===== config.mk =====
export PLATFORM = sky130hd
export DESIGN_NAME = param_mux_seq
export DESIGN_NICKNAME = d
export VERILOG_FILES = /design/src/rtl/param_mux_pkg.sv /design/src/rtl/param_mux_seq.sv
export SDC_FILE = /design/constraint.sdc
export NUM_CORES = 1
export LEC_CHECK = 0
export CORE_MARGIN = 2
export CORE_UTILIZATION = 30
export DETAILED_ROUTE_END_ITERATION = 8
export GPL_TIMING_DRIVEN = 0
export SKIP_LAST_GASP = 1
export SYNTH_ARGS = -nofsm -noshare
export SYNTH_HDL_FRONTEND = slang
export SYNTH_SLANG_ARGS = --single-unit

===== constraint.sdc =====
create_clock -name clk -period 1.4 [get_ports clk]
set_input_delay 0.14 -clock clk [delete_from_list [all_inputs] [get_ports clk]]
set_output_delay 0.14 -clock clk [all_outputs]
set_load 0.01 [all_outputs]

===== src/rtl/param_mux_pkg.sv =====
// Shared definitions for the param_mux family: sequencer state and select-width helper.
package param_mux_pkg;

  typedef enum logic {
    IDLE  = 1'b0,
    SHIFT = 1'b1
  } state_e;

  // A one-input mux still needs a 1-bit select port.
  function automatic int sel_width(input int w);
    return (w <= 2) ? 1 : $clog2(w);
  endfunction

endpackage


===== src/rtl/param_mux_seq.sv =====
// Word sequencer that drives param_mux data/select so its output becomes a bit stream.
// Build option: PARAM_MUX_SEQ_MSB_FIRST_EN selects MSB-first order (default LSB-first).
module param_mux_seq
  import param_mux_pkg::*;
#(
  parameter int  IP_WIDTH  = 8,
  localparam int SEL_WIDTH = sel_width(IP_WIDTH)
) (
  input  logic                 clk,
  input  logic                 rst,
  input  logic                 in_valid,
  output logic                 in_ready,
  input  logic [IP_WIDTH-1:0]  in_data,
  output logic [IP_WIDTH-1:0]  mux_i,
  output logic [SEL_WIDTH-1:0] mux_s,
  output logic                 out_valid,
  input  logic                 out_ready,
  output logic                 out_last,
  output logic                 busy
);

  localparam logic [SEL_WIDTH-1:0] POS_MAX = SEL_WIDTH'(IP_WIDTH - 1);

`ifdef PARAM_MUX_SEQ_MSB_FIRST_EN
  localparam logic [SEL_WIDTH-1:0] FIRST_POS = POS_MAX;
  localparam logic [SEL_WIDTH-1:0] LAST_POS  = '0;
`else
  localparam logic [SEL_WIDTH-1:0] FIRST_POS = '0;
  localparam logic [SEL_WIDTH-1:0] LAST_POS  = POS_MAX;
`endif

  state_e               state_q;
  logic [IP_WIDTH-1:0]  word_q;
  logic [SEL_WIDTH-1:0] pos_q;
  logic [SEL_WIDTH-1:0] pos_d;
  logic                 out_fire;
  logic                 in_fire;

  assign out_valid = (state_q == SHIFT);
  assign busy      = out_valid;
  assign out_last  = out_valid && (pos_q == LAST_POS);
  assign out_fire  = out_valid && out_ready;
  // Ready opens on the final beat so the next word loads with no bubble.
  assign in_ready  = (state_q == IDLE) || (out_fire && out_last);
  assign in_fire   = in_valid && in_ready;
  assign mux_i     = word_q;
  assign mux_s     = pos_q;

`ifdef PARAM_MUX_SEQ_MSB_FIRST_EN
  assign pos_d = pos_q - SEL_WIDTH'(1);
`else
  assign pos_d = pos_q + SEL_WIDTH'(1);
`endif

  always_ff @(posedge clk) begin
    if (rst) begin
      state_q <= IDLE;
      word_q  <= '0;
      pos_q   <= FIRST_POS;
    end else begin
      case (state_q)
        IDLE: begin
          if (in_fire) begin
            word_q  <= in_data;
            pos_q   <= FIRST_POS;
            state_q <= SHIFT;
          end
        end
        SHIFT: begin
          if (out_fire) begin
            if (!out_last) begin
              pos_q <= pos_d;
            end else if (in_fire) begin
              word_q <= in_data;
              pos_q  <= FIRST_POS;
            end else begin
              pos_q   <= FIRST_POS;
              state_q <= IDLE;
            end
          end
        end
        default: begin
          state_q <= IDLE;
          pos_q   <= FIRST_POS;
        end
      endcase
    end
  end

endmodule


## After elaboration in Yosys (flattened, before gate mapping)

Cells that the tools add are included.

| word-level totals | value |
|---|---|
| register bits | 12 |
| input bits | 12 |
| output and inout bits | 15 |
| logic and storage cells | 28 |

| cells by class | value |
|---|---|
| add/subtract/negate cells | 1 |
| equal/unequal tests | 4 |
| muxes and demuxes | 12 |
| bitwise operators | 1 |
| reduce and logical (&&, ||, !) cells | 7 |

Operators with widths:

| kind | number |
|---|---|
| two-way mux 8 bit | 3 |
| one-hot mux 8 bit (2 select lines) | 1 |
| two-way mux 3 bit | 3 |
| one-hot mux 3 bit (2 select lines) | 1 |
| logical AND 1 bit | 4 |
| inequality test 2 bit, second input constant | 2 |
| AND reduction 2 bit | 2 |
| adder 3 x 1 -> 3 bit, second input constant | 1 |
| equality test 3 bit, second input constant | 1 |
| two-way mux 1 bit | 3 |
| inequality test 2 x 1 -> 1 bit, second input constant | 1 |
| one-hot mux 1 bit (2 select lines) | 1 |
| logical OR 1 bit | 1 |
| inverter 1 bit | 1 |

## Longest topological paths before layout

| depth | value |
|---|---|
| depth after elaboration | 9 |
| gate-level depth with buffers | 6 |
| gate-level depth less buffers | 5 |

## Least setup slack after synthesis

No wires, ideal clock.

| path | value |
|---|---|
| path kind | flip-flop to flip-flop |
| start point | register pos_q[0] (netlist: mux_s[0]) |
| end point | register word_q[0] (netlist: mux_i[0]) |
| setup time | 0.119 ns |
| data arrival time | 1.203 ns |
| data required time | 1.281 ns |
| path slack | 0.078 ns |
| stages on the path, launching flop included | 7 |
| buffers on the path | 1 |
| period minus slack after synthesis | 1.322 ns |
| cells stage by stage | dfxtp_1 > ha_1 > ha_1 > a21boi_4 > nor2b_2 > buf_6 > mux2i_1 |

| between the ends | value |
|---|---|
| cells in the longest elaborated chain, start to end | 9 |
| elaborated cells between the ends (all ways) | 11 |
| classes of those cells | eq/ne: 2; mux: 4; reduce/logical: 5 |

Ends and longest elaborated chain:

| item | line | text |
|---|---|---|
| start: declaration | param_mux_seq.sv:34 | `logic [SEL_WIDTH-1:0] pos_q;` |
| start signal: assignment | param_mux_seq.sv:72 | `pos_q <= pos_d;` |
| equality test 3 bit * | param_mux_seq.sv:41 | `assign out_last = out_valid && (pos_q == LAST_POS);` |
| logical AND 1 bit * | param_mux_seq.sv:41 |  |
| logical AND 1 bit | param_mux_seq.sv:44 | `assign in_ready = (state_q == IDLE) \|\| (out_fire && out_last);` |
| logical OR 1 bit | param_mux_seq.sv:44 |  |
| logical AND 1 bit | param_mux_seq.sv:45 | `assign in_fire = in_valid && in_ready;` |
| two-way mux 8 bit (3 in a row) | -- |  |
| one-hot mux 8 bit (2 select lines) | -- |  |
| end signal: assignment | param_mux_seq.sv:64 | `word_q <= in_data;` |
| end signal: assignment | param_mux_seq.sv:74 | `word_q <= in_data;` |
| end: declaration | param_mux_seq.sv:33 | `logic [IP_WIDTH-1:0] word_q;` |

Every way passes the cells marked *; elsewhere a longest branch is shown, timed or not. The select of a mux whose other input is x is not followed.
A chain may end at the register's enable or synchronous reset.

## Worst setup path in the final report

| path | value |
|---|---|
| start point | register pos_q[1] (netlist: mux_s[1]) |
| end point | output in_ready |

| between the ends | value |
|---|---|
| cells in the longest elaborated chain, start to end | 4 |

Ends and longest elaborated chain:

| item | line | text |
|---|---|---|
| equality test 3 bit | param_mux_seq.sv:41 |  |
| logical AND 1 bit | param_mux_seq.sv:41 |  |
| logical AND 1 bit | param_mux_seq.sv:44 |  |
| logical OR 1 bit | param_mux_seq.sv:44 |  |
| end: declaration | param_mux_seq.sv:12 | `output logic in_ready,` |

No other way between the ends.

==> out/qor.csv <==
metric,value,unit
status,"complete, no violations",
period utilization,98.37,%
"top cells by count, synth","16 x nand2b_1, 12 x dfxtp_1, 10 x mux2i_1",
die area,2281,um2
Detailed Route WL,1123,um
Max VDD drop,0.3774,mV
share of cells above drive strength 1,22.99,%
setup slack after layout,0.02286,ns
CTS sink cnt,12,
CP Capture Type,output port,
CP cell instances,ha_4 > ha_4 > a21boi_4 > inv_1 > buf_2,
Syn-to-layout area delta,64.71,%
"Hold Vio Cnt, Final",0,
number of fillers in the final layout,190,
core area,1764,um2
CTS H-Tree Depth,1,
synth top area cells,"dfxtp_1 42%, mux2i_1 17%, nand2b_1 17%",
Critical Path Start Type,register,
Reg area,247.7,um2
multi-input logic area,334.1,um2
vias post-DR,492,
leading area contributor after synthesis,dfxtp_1,
Via density,4.393,
YS warnings,0,
CTS tree,built,
mapped cell area,574.3,um2
most frequent CP cell,ha_4,
routability cong.,0.6285,
synthesized net count,70,
Clock Latency Late Sink,0.27,ns
"Core Util, Final",53.62,%
max-cap viol count,0,
Die W,47.76,um
#FFs+latches synth,12,
Final ANT Viol Nets,0,
Inserted Diodes,0,
router iterations before antenna repair,3,
R2R Path End,mux_i[0]$_SDFFE_PP0P_,
Period minus WS final,1.377,ns
Mapped Cells,56,
initial antenna violation count,0,
worst rel slew slack,74.00,%
Hold Crit Depth,2,
Max Root-Sink Buffers,2,
ys flop type,dfxtp_1,
root buf cell,clkbuf_4,
Crit Path Class,register to output port,
post-synth top area share,41.83,%
RSZ-0062 raised after global routing,yes,
Setup-failing EPs final,0,
first-pass GRT wire length,1842,um
Reg-to-Reg Start,mux_s[1]$_SDFFE_PP0P_,
slowest CP cell,dfxtp_2,
CP arrival,1.24,ns
most numerous cell in the Yosys netlist,nand2b_1,
Site Rows,15,
aggregate global-route resource usage,11.51,%
Ports,27,
Die Y,47.76,um
Final Total Pwr,0.8085,mW
CTS Buf Count,3,
clock-pin slew on the worst setup and hold paths,0.08,ns
R2R setup slack,0.06,ns
largest net degree at the start of global routing,11,
pre-CTS WS,-0.1760,ns
min-delay src,rst,
Worst Tran Pin Value,0.3901,ns
sequential element share of the synthesized area,41.83,%
"CP delay by family, top",flip-flops,
CP max FO,3,
CP max stage delay,0.34,ns
R2R cell count,7,
CP bufs+invs,2,
"Distinct cells, synth",14,
DP Wirelength,827,um
Post-route DRC,0,
Mapped Avg Cell Area,10.26,um2
clk_skew,0.001759,ns
Pins Over Slew Limit,0,
IO Port Bufs,25,
DR iter-0 viols,4,
Layout Nets,102,
pwr dens,854.8,nW/um2
Avg WL per Cell,10.03,um
initial core utilization,32.55,%
Post-synth ARST share,0,%
P_leak,0.3895,nW
grt ovf,0,
highest clock rate,726.1,MHz
Min-Delay Path Class,input pin to register,
number of synthesized flops with an enable pin,0,
vias in the first global route,444,
WP data required,1.26,ns
Hold Path End,mux_s[0]$_SDFFE_PP0P_,
"Hold-fix buffers, CTS",0,
-- worst register-to-register path: stages (launching register included) --
cell and delay, ns:
dfxtp_2 0.36, ha_4 0.14, ha_4 0.14, a21boi_4 0.05, buf_4 0.14, nor2b_4 0.11, buf_8 0.15, mux2i_1 0.18
-- repair_timing --
| item | in CTS | in global routing |
|---|---|---|
| gates resized for setup | 16 | 6 |
| gates cloned | 0 | 0 |
| setup endpoints to repair | 4 | 12 |
| pin swaps | 1 | 1 |
| buffers inserted | 2 | 0 |
-- metal layers --
layer / track usage [%] / routed length, um / up-vias
li1: - / - / 246
met2: 18.67 / 489 / 23
met3: 3.774 / 102 / 3
met5: 0 / 0 / -
met4: 4.865 / 14 / 0
met1: 13.93 / 517 / 220
-- state kept, by name (all words and copies together), names as in the netlist --
name   cells
busy       1
mux_s      3
mux_i      8
-- metrics by stage --
step / area [um2] / std cells / TNS, ns / hold WS, ns
finish: 945.9 / 112 / 0 / 0.2288
global route: 945.9 / 112 / -0.1136 / 0.2658
CTS: 917.1 / 112 / -0.06131 / 0.2280
detailed placement: 855.8 / 106 / -0.3219 / 0.4666
global placement: 855.8 / 106 / -0.3248 / 0.4616
floorplan: 574.3 / 56 / 0 / 0.2607
-- power by group --
| group | total, mW | internal [mW] | leakage, nW | switching, mW |
|---|---|---|---|---|
| sequential | 0.373 | 0.360 | 0.100 | 0.0130 |
| clock | 0.276 | 0.158 | 0.0210 | 0.118 |
| combinational | 0.160 | 0.103 | 0.268 | 0.0573 |
-- cell families after synthesis --
| group | synth area share, % |
|---|---|
| buffers and inverters | 5.229 |
| AND/OR/NAND/NOR | 25.27 |
| AO/OA/AOI/OAI | 5.882 |
| adder cells (fa/ha/maj) | 4.357 |
| multiplexers | 17.43 |
| flip-flops | 41.83 |
-- cell type report --
type | instances | share of cell area (%)
tap | 25 | 3.307
timing repair buffer | 27 | 27.78
sequential | 12 | 26.19
buffer | 4 | 3.175
inverter | 1 | 0.3968
clock buffer | 4 | 3.836
multi-input combinational | 39 | 35.32
-- cell usage in the layout (no fill, tap or decap) --
cell             netlist  layout
a22oi_1                2       2
and2_2                 1       1
buf_4                  1       3
clkbuf_8               0       1
mux2i_1               10      10
dlymetal6s2s_1         0       1
dfxtp_2                0       3
dlygate4sd2_1          0       1
a21boi_4               1       1
nor2_1                 5       5
buf_2                  0       1
dfxtp_1               12       8
clkdlybuf4s50_1        0      21
inv_1                  1       1
buf_6                  1       1
dfxtp_4                0       1
and3b_2                1       1
ha_4                   0       2
nand2b_1              16      16
nor2b_4                0       1
clkbuf_4               0       3
buf_8                  0       1
clkbuf_1               2       2
-- worst max path at each step --
stage	cells past startpoint	to	slack, ns	startpoint
floorplan	6	mux_i[0]$_SDFFE_PP0P_	0.08	mux_s[0]$_SDFFE_PP0P_
global placement	5	in_ready	-0.18	mux_s[0]$_SDFFE_PP0P_
detailed placement	5	in_ready	-0.18	mux_s[0]$_SDFFE_PP0P_
CTS	5	in_ready	-0.03	mux_s[0]$_SDFFE_PP0P_
global route	5	in_ready	-0.03	mux_s[1]$_SDFFE_PP0P_
finish	5	in_ready	0.02	mux_s[1]$_SDFFE_PP0P_
(Power assumes the default switching activity.)
==> patch 1: new RTL, same flow settings <==
Build with the macro `PARAM_MUX_SEQ_MSB_FIRST_EN` defined.
--- a/src/rtl/param_mux_seq.sv
+++ b/src/rtl/param_mux_seq.sv
@@ -1,4 +1,6 @@
 // Word sequencer that drives param_mux data/select so its output becomes a bit stream.
 // Build option: PARAM_MUX_SEQ_MSB_FIRST_EN selects MSB-first order (default LSB-first).
+`define PARAM_MUX_SEQ_MSB_FIRST_EN
+
 module param_mux_seq
   import param_mux_pkg::*;
Function: changed (a bounded check fails within 4 cycles, from zero or initial values and one cycle with rst high).
==> patch 1 against the original RTL <==
Setup slack improved by 0.075 ns. Sequential power about the same. Hold slack better by 0.20 ns. Power down 8.0%. Cell count is 5.4% higher. Sequential cell count is the same. Clock power decreased by 26%. Synthesized cell count increased by 14%. Design area shrank 5.3%. Clock skew is 0.0011 ns higher. Area after synthesis is the same. Wire length increased by 1.8%. Critical path type is now reg -> reg. Largest power group unchanged. Highest routed layer is now met3.
==> patch 1: results (changes against the original RTL) <==
* Pre-antenna DRT Iters at 4 (+1)
* Cell variety after synth at 20 (+6)
* VDD IR max at 0.4146 mV (+9.8%)
* GRT Overall Usage at 11.83% (+0.32 points)
* Status: finished clean
* Largest cells by area after synthesis: dfxtp_1, mux2i_1, nand2_1
* Post-Syn Nets at 78 (+11%)
* Vias per std cell at 4.280 (-2.6%)
* Leakage power at 0.0003925 uW (+0.77%)
* Top cells by count, synth: nand2_1, dfxtp_1, mux2i_1
* Filler cell count at 184 (-3.2%)
* Sw Ratio at 25.01% (+1.7 points)
* Share of layout cells above drive strength 1 at 17.20% (-5.8 points)
* Final hold slack at 0.4303 ns (+0.2016 ns)
* Worst-path fanout max at 8 (+5)
* Setup crit end kind: flip-flop
* Port bufs at 26 (+4.0%)
* Nets at 109 (+6.9%)
* Worst slew pin tran at 0.3256 ns (-0.06445 ns)
* Vias at 505 (+2.6%)
* Arrival @ worst endpoint at 1.49 ns (+0.25 ns)
* Post-DP HPWL at 890.8 um (+7.7%)
* First-pass GRT wire length at 1897 um (+3.0%)
* Vias in the first global route at 453 (+2.0%)
* Clk_skew at 0.002809 ns (+0.001050 ns)
* Placed Instances at 115 (+8.5%)
* Reg2reg setup slack at 0.1 ns (+0.04 ns)
* Post-placement cell area at 865.8 um^2 (+1.2%)
* # Post-CTS Setup Buffers at 0 (-2)
-- patch 1: logic make-up after synthesis --
kind of cell / synth area share [%]
compound gates: 7.843
xor+xnor: 1.525
fa+ha+maj: 4.357
buf+inv: 7.406
flops: 41.83
mux: 15.69
simple gates: 21.35
-- patch 1: what timing repair did --
action	in CTS	in global routing
endpoints found under the setup margin	10	5
pin swaps	1	1
gates resized for setup	9	4
hold buffers	0	0
-- patch 1: final timing paths --
kind	startpoint	to	cells past startpoint
worst min register to register	mux_i[5]	mux_i[5]	2
worst max-delay path	mux_s[1]	mux_i[6]	5
worst max register to register	mux_s[1]	mux_i[6]	5
worst min-delay path	in_data[5]	mux_i[5]	3
-- patch 1: per-stage QoR --
| step | utilization [%] | setup slack [ns] |
|---|---|---|
| 4_1_cts | 51.13 | -0.009631 |
| 3_3_place_gp | 49.08 | -0.1971 |
| 2_1_floorplan | - | 0.09623 |
| 5_1_grt | 50.78 | 0.007816 |
| 3_5_place_dp | 49.08 | -0.1917 |
| 6_report | 50.78 | 0.09793 |
-- patch 1: worst max-delay path: cells and delay by family, from the launching register on --
family,cells,cell delay [ns]
flip-flops,1,0.33
AO/OA/AOI/OAI,1,0.33
multiplexers,1,0.25
adder cells (fa/ha/maj),1,0.15
AND/OR/NAND/NOR,1,0.09
buffers and inverters,1,0.08
-- patch 1: layout make-up --
type                       count  area [um^2]  share of cell area (%)
buffer                         3        20.02                   2.235
clock buffer                   3        22.52                   2.514
inverter                       6        22.52                   2.514
multi-input combinational     43        304.0                   33.94
sequential                    12        242.7                   27.10
tap                           25        31.28                   3.492
timing repair buffer          26        252.7                   28.21
-- patch 1: routing by layer --
metal	up-vias	GRT usage, %	share of wire (%)
li1	268	-	-
met1	215	15.56	49
met2	22	18.67	43
met3	0	3.774	8.4
met4	0	3.243	0
met5	-	0	0
-- patch 1: power groups by stage --
stage,logic (uW),clock network [uW],registers (uW)
after floorplan,68.0,0,389
after global placement,168,0,379
after detailed placement,169,0,379
after CTS,171,215,372
after global routing,184,235,375
final,168,204,372
==> patch 2: new RTL, same flow settings <==
Without the edit above. Make the reset (`rst`) asynchronous in one clocked block.
--- a/src/rtl/param_mux_seq.sv
+++ b/src/rtl/param_mux_seq.sv
@@ -53,5 +53,5 @@
 `endif
 
-  always_ff @(posedge clk) begin
+  always_ff @(posedge clk or posedge rst) begin
     if (rst) begin
       state_q <= IDLE;
Formal check against the unedited RTL: differs if rst is asserted again (counterexample within 4 cycles, from zero or initial values and one cycle with rst high); with rst held inactive, the same outputs for 10 cycles.
==> patch 2 against the original RTL <==
The run now ends with setup timing left. Clock skew grew 0.0032 ns. Sequential cell count is the same. Non-clock buffer count grew 2. First-iteration DRC count shrank 50%. Setup slack lost 0.12 ns. Fmax shrank 7.9%. Design area grew 3.7%. Synthesized cell count shrank 3.6%. Area after synthesis shrank 0.44%. Wire length grew 26%.
Power is not compared: it rests on default switching activity, and its combinational part moved more than twofold at a synthesized area within 25%.
==> patch 2: results (changes against the original RTL) <==
* Status: finished with violations
* Failing checks: setup timing
* Arrival @ worst endpoint at 1.36 ns (+0.12 ns)
* Met2 wire len at 703 um (+44%)
* Met2 GRT Util at 21.08% (+2.4 points)
* GRT Overall Usage at 14.00% (+2.5 points)
* Pre-antenna DRT Iters at 2 (-1)
* Largest cells by area after synthesis: dfrtp_1, o32ai_1, inv_1
* Post-synth ARST share at 100.0% (+100 points)
* Tightest Hold Check Type: in -> async
* P_int at 1207 uW
* Vias in the first global route at 464 (+4.5%)
* Met3 Usage GRT at 4.528% (+0.75 points)
* Final worst setup slack at -0.09531 ns (-0.1182 ns)
* DR iter-0 viols at 2 (-2)
* Vias per std cell at 4.652 (+5.9%)
* Crit path from: mux_s[0]
* Adder-cell share of the synthesized area at 4.376% (+0.019 points)
* CP max stage cell: dfrtp_1
* Met1 Resource Use GR at 18.31% (+4.4 points)
* ANT cells at 0 (unchanged)
* Ys Warns at 0 (unchanged)
* Synth Area in Compound Gates at 17.29% (+11 points)
* Post-DP HPWL at 897.1 um (+8.5%)
* First-pass GRT wire length at 2125 um (+15%)
* Share of layout cells above drive strength 1 at 27.59% (+4.6 points)
* M1 WL at 617 um (+19%)
* Sequential area share after synthesis at 52.52% (+11 points)
* Cell variety after synth at 17 (+3)
* Final hold slack at 0.1771 ns (-0.05170 ns)
* Leakage power at 0.0004804 uW
* Worst r2r dst: mux_i[7]
* Largest net degree at the start of global routing at 13 (+2)
* Post-synthesis mux area share at 3.720% (-14 points)
* Port bufs at 26 (+4.0%)
* # setup viols final at 3 (+3)
* Top cells by count, synth: dfrtp_1, inv_1, nand2_1, o32ai_1
* Worst-path fanout max at 4 (+1)
* Reg2reg setup slack at 0.04 ns (-0.02 ns)
* Post-Syn Nets at 68 (-2.9%)
* Clk_skew at 0.004935 ns (+0.003176 ns)
* Final WL at 1411 um (+26%)
* Post-placement cell area at 863.3 um^2 (+0.88%)
* Relative slew margins at 68.98% (-5.0 points)
* R2R cell count at 4 (-3)
* Met3 wire length at 69 um (-32%)
* Worst path max stage delay at 0.39 ns (+0.05 ns)
* Routability cong. at 0.6541 (+4.1%)
patch 2: cell types whose count changed in the layout (fill, tap and decap cells not counted), sizes merged, moves of 5 or more:
cell    change
mux2i       -9
dfrtp      +12
inv         +9
dfxtp      -12
o32ai       +8
nand2       +8
nor2        -5
nand2b     -16
patch 2: area by class of cell:
cell class              count  area, um^2
fillers                   165       783.3
flip-flops and latches     12       301.5
repair buffers             30       284.0
multi-input cells          28       270.3
inverters                  10       37.54
clock buffers               4       36.28
well taps                  25       31.28
plain buffers               3       20.02
patch 2: timing repair:
item	in CTS	in global routing
pin swaps	2	3
endpoints found under the setup margin	13	12
resized for setup	18	4
buffers inserted	3	2
gates cloned	0	0
patch 2: through the flow:
step           TNS (ns)  util [%]  instances  worst slack (ns)
5_1_grt         -0.3604     55.60        112           -0.1755
4_1_cts         -0.1835     54.04        111           -0.1316
3_5_place_dp     -1.651     48.94        105           -0.5213
3_3_place_gp     -1.544     48.94        105           -0.5275
2_1_floorplan         0         -         54          0.002229
6_report        -0.1424     55.60        112          -0.09531
